**src/rtl/stream_fifo_pkg.sv**
```systemverilog
// Shared defaults, types and helpers for the stream_fifo slice.
package stream_fifo_pkg;

  localparam int unsigned DATA_W_DEF = 8;
  localparam int unsigned DEPTH_DEF  = 8;

  typedef logic [DATA_W_DEF-1:0] data_t;

  function automatic int unsigned addr_w(input int unsigned depth);
    return $clog2(depth);
  endfunction

endpackage

```
**src/rtl/fifo_mem.sv**
```systemverilog
// DEPTH x DATA_W register file: synchronous write, asynchronous read, no reset.
module fifo_mem
  import stream_fifo_pkg::*;
#(
  parameter int unsigned DATA_W = DATA_W_DEF,
  parameter int unsigned DEPTH  = DEPTH_DEF,
  parameter int unsigned ADDR_W = addr_w(DEPTH_DEF)
) (
  input  logic              clk,
  input  logic              we,
  input  logic [ADDR_W-1:0] waddr,
  input  logic [DATA_W-1:0] wdata,
  input  logic [ADDR_W-1:0] raddr,
  output logic [DATA_W-1:0] rdata
);

  logic [DATA_W-1:0] mem [DEPTH];

  always_ff @(posedge clk) begin
    if (we) mem[waddr] <= wdata;
  end

  assign rdata = mem[raddr];

endmodule

```
**src/rtl/stream_fifo.sv**
```systemverilog
// Circular first-word-fall-through FIFO with valid/ready on both sides and
// one-cycle push/pop strobes for a downstream occupancy checker.
module stream_fifo
  import stream_fifo_pkg::*;
#(
  parameter  int unsigned DATA_W = DATA_W_DEF,
  parameter  int unsigned DEPTH  = DEPTH_DEF,
  localparam int unsigned ADDR_W = addr_w(DEPTH)
) (
  input  logic              clk,
  input  logic              rst,
  input  logic              flush,
  input  logic              in_valid,
  input  logic [DATA_W-1:0] in_data,
  output logic              in_ready,
  output logic              out_valid,
  output logic [DATA_W-1:0] out_data,
  input  logic              out_ready,
  output logic              push,
  output logic              pop,
  output logic [ADDR_W:0]   level,
  output logic              full,
  output logic              empty
);

  localparam logic [ADDR_W:0] LEVEL_MAX = (ADDR_W+1)'(DEPTH);

  logic [ADDR_W-1:0] wr_ptr;
  logic [ADDR_W-1:0] rd_ptr;

  // Full/empty come from the level alone; pointer equality is ambiguous.
  always_comb begin
    full      = (level == LEVEL_MAX);
    empty     = (level == '0);
    in_ready  = !full && !flush;
    out_valid = !empty && !flush;
    push      = in_valid && in_ready;
    pop       = out_valid && out_ready;
  end

  always_ff @(posedge clk or negedge rst) begin
    if (!rst) begin
      wr_ptr <= '0;
      rd_ptr <= '0;
      level  <= '0;
    end else if (flush) begin
      wr_ptr <= '0;
      rd_ptr <= '0;
      level  <= '0;
    end else begin
      if (push) wr_ptr <= wr_ptr + 1'b1;
      if (pop)  rd_ptr <= rd_ptr + 1'b1;
      unique case ({push, pop})
        2'b10:   level <= level + 1'b1;
        2'b01:   level <= level - 1'b1;
        default: level <= level;
      endcase
    end
  end

  fifo_mem #(
    .DATA_W(DATA_W),
    .DEPTH (DEPTH),
    .ADDR_W(ADDR_W)
  ) u_mem (
    .clk  (clk),
    .we   (push),
    .waddr(wr_ptr),
    .wdata(in_data),
    .raddr(rd_ptr),
    .rdata(out_data)
  );

endmodule

```
**config.mk**
```make
export PLATFORM = sky130hd
export DESIGN_NAME = stream_fifo
export DESIGN_NICKNAME = d
export VERILOG_FILES = /design/src/rtl/stream_fifo_pkg.sv /design/src/rtl/fifo_mem.sv /design/src/rtl/stream_fifo.sv
export SDC_FILE = /design/constraint.sdc
export NUM_CORES = 1
export LEC_CHECK = 0
export ABC_AREA = 1
export CORE_ASPECT_RATIO = 0.7
export CORE_MARGIN = 5
export CORE_UTILIZATION = 39
export DETAILED_ROUTE_END_ITERATION = 8
export HOLD_SLACK_MARGIN = 0.05
export PLACE_DENSITY = 0.7
export REMOVE_ABC_BUFFERS = 1
export SKIP_LAST_GASP = 1
export SLEW_MARGIN = 0
export SYNTH_ARGS = -nofsm -noshare
export SYNTH_HDL_FRONTEND = slang
export SYNTH_SLANG_ARGS = --single-unit
export TNS_END_PERCENT = 30
```
**constraint.sdc**
```tcl
create_clock -name clk -period 5.1 [get_ports clk]
set_input_delay 1.275 -clock clk [delete_from_list [all_inputs] [get_ports clk]]
set_output_delay 1.275 -clock clk [all_outputs]
set_load 0.05 [all_outputs]
```
==> impl_metrics.yaml <==
cells_and_area:
  fillers: 725
  nNetsFinal: 333
  antennaDiodeCount: 0
  drive_gt1_share_pct: 8.75
  area_growth_pct: 21.2
detailed_routing:
  firstDrtPassIters: 4
  vias: 2129
  wl_met2_microns: 3110
  via_per_inst: 5.06
  ant_nets: 0
  wl_met1_microns: 3090
  highest_layer: "met4"
  route.detailed.drc: 0
  drtIter0Drc: 164
  postRouteWirelength_microns: 6700
  wl_per_cell_microns: 15.9
  dr_wl_met3_microns: 358
yosys:
  syn_inst: 282
  synth_area_leaders: "edfxtp_1 60%, dfrtp_1 7.9%, nand2_1 6.3%"
  synth_top_area_share_pct: 60.4
  ys_seq_area_share_pct: 68.3
  synth-seq-cells: 74
  netlist_area_sq_um: 3180
  yosys_warnings: 0
  syn_area_per_cell_sq_um: 11.3
  yosys.area.top_type: "edfxtp_1"
  yosys.cell_types.count: 28
critical_path:
  endpoint: "push"
  regToRegEndpoint: "u_mem.mem[0][1]$_DFFE_PP_"
  arrival_ns: 3.03
  cp_max_fo: 7
  worst_r2r_path_depth: 6
  cp-end-kind: "output port"
  critPathRequiredTime_ns: 3.83
  crit_path_start_kind: "input pin"
  r2r_setup_slack_ns: 2.86
  crit_start: "flush"
  timing.rr.start: "level[1]$_DFFE_PN0P_"
  path_class: "input pin to output port"
die:
  coreArea_sq_um: 7910
  placementRows: 27
  die_height_microns: 85.6
  dieArea_sq_um: 10100
  start_util_pct: 40.2
  io_pins: 31
  die_w_microns: 118
run_status:
  status: "finished, final reports clean"
timing:
  max_freq_mhz: 232
  hold_violations: 0
  rsz0062_at_grt: "false"
  max-slew-margin-rel_pct: 33.0
  timing.final.ws_setup_ns: 0.797
  whs_ns: 0.598
  fin_skew_ns: 0.00606
  tns_ns: 0
  final.min_clock_period_ns: 4.30
  min_period_over_period_pct: 84.4
  maxSlewViolCount: 0
  setup_violations: 0
  tightest_slew_ns: 1.00
placement:
  dp_slack_ns: 0.811
  dp_hpwl_microns: 4190
  gp_congestion: 0.784
  port_buffers: 30
global_routing:
  grt_pass1_wl_microns: 10700
  grt_use_total_pct: 14.0
  grt_max_degree: 35
  grt_pass1_vias: 2046
  gr-total-overflow: 0
  antenna_found_initial: 0
worst_hold_path:
  worstHoldStart: "wr_ptr[0]$_DFFE_PN0P_"
  hold_class: "register to register"
power:
  power.leakage_nw: 1.43
  power_density_nw_per_um2: 389
  irDropWorstVdd_uv: 204
cts:
  numCtsBuffers: 9
  cts_setup_buffers: 0
  cts_resized: 0
  clock_sinks: 74
  cts.clk_slew.worst_paths_ns: 0.05
  clock_latency_ns: 0.33
  cts_buffer_depth: 2
  htree_levels: 3
  cts_root_buffer: "clkbuf_16"
  holdBufCountCts: 0
  cts_tree: "done"
flow_run:
  drv_cap: 0
[synthesized netlist by cell type]
| cell | number |
|---|---|
| a21oi_1 | 10 |
| a21oi_4 | 1 |
| a31oi_1 | 8 |
| buf_2 | 7 |
| buf_4 | 1 |
| clkbuf_1 | 1 |
| clkinv_1 | 1 |
| dfrtp_1 | 10 |
| edfxtp_1 | 64 |
| fa_1 | 1 |
| ha_1 | 4 |
| inv_1 | 11 |
| inv_2 | 3 |
| inv_4 | 1 |
| nand2_1 | 53 |
| nand2_2 | 4 |
| nand2_4 | 1 |
| nand3_1 | 7 |
| nand3_2 | 1 |
| nand3_4 | 1 |
| nor2_1 | 50 |
| nor2_2 | 2 |
| nor2_4 | 1 |
| o21ai_0 | 33 |
| o21ai_1 | 3 |
| o22ai_1 | 1 |
| xnor2_1 | 1 |
| xor2_1 | 1 |
[logic make-up (layout without fill, tap and decap cells)]
family | Yosys count | in the layout | share of synthesized area [%]
xor+xnor | 2 | 2 | 0.551
fa+ha+maj | 5 | 5 | 2.20
buf+inv | 25 | 63 | 3.42
compound gates | 56 | 56 | 9.52
flops | 74 | 74 | 68.3
simple gates | 120 | 120 | 16.0
[routing by layer]
layer | vias to the layer above | track usage [%]
met3 | 12 | 4.94
met4 | 0 | 6.56
met5 | - | 0
met1 | 1029 | 17.4
met2 | 48 | 21.9
li1 | 1040 | -
[through the flow]
stage / power (mW) / util [%] / instances / instance area [sq um]
global route: 1.56 / 48.8 / 421 / 3850
detailed placement: 0.925 / 45.1 / 405 / 3570
CTS: 1.51 / 48.8 / 421 / 3850
floorplan: 0.841 / - / 273 / 3130
finish: 1.50 / 48.8 / 421 / 3850
global placement: 0.920 / 45.1 / 405 / 3570
[how the worst min path moves through the flow]
| stage | depth (start not counted) | end |
|---|---|---|
| after global routing | 2 | wr_ptr[0]$_DFFE_PN0P_ |
| final | 2 | wr_ptr[0]$_DFFE_PN0P_ |
| after floorplan | 2 | wr_ptr[0]$_DFFE_PN0P_ |
| after global placement | 2 | wr_ptr[0]$_DFFE_PN0P_ |
| after detailed placement | 2 | wr_ptr[0]$_DFFE_PN0P_ |
| after CTS | 2 | wr_ptr[0]$_DFFE_PN0P_ |
[final cells by class]
cell class	count	area, sq um	share of cell area (%)
flip-flops and latches	74	2170	56.3
multi-input cells	183	900	23.3
repair buffers	31	308	7.98
clock buffers	15	279	7.24
well taps	101	126	3.28
clock inverters	1	7.51	0.195
inverters	16	62.6	1.62
[where the power goes]
part	total (mW)	internal [mW]	switching [mW]
Combinational	0.221	0.0685	0.153
Clock	0.589	0.373	0.217
Sequential	0.690	0.674	0.0157
Total	1.50	1.12	0.385
[cell usage in the layout, fill, tap and decap left out, types with 2 or more instances in the layout]
cell	netlist	routed
nand3_1	7	7
clkbuf_16	0	10
clkdlybuf4s50_1	0	30
o21ai_1	3	3
a21oi_1	10	10
nand2_1	53	53
edfxtp_1	64	64
inv_1	11	11
dfrtp_1	10	10
ha_1	4	4
nand2_2	4	4
a31oi_1	8	8
o21ai_0	33	33
clkbuf_1	1	4
nor2_2	2	2
nor2_1	50	50
inv_2	3	3
[sequential cells by signal, summed over array words and instances (netlist names)]
register,cells
rd_ptr,3
u_mem.mem,64
wr_ptr,3
level,4
[critical path, cell delays in order]
cell	delay, ns
clkdlybuf4s50_1	0.47
inv_2	0.17
nand2_2	0.10
nor2_4	0.17
clkdlybuf4s50_1	0.84
No activity file was read; power rests on OpenSTA's default activity.
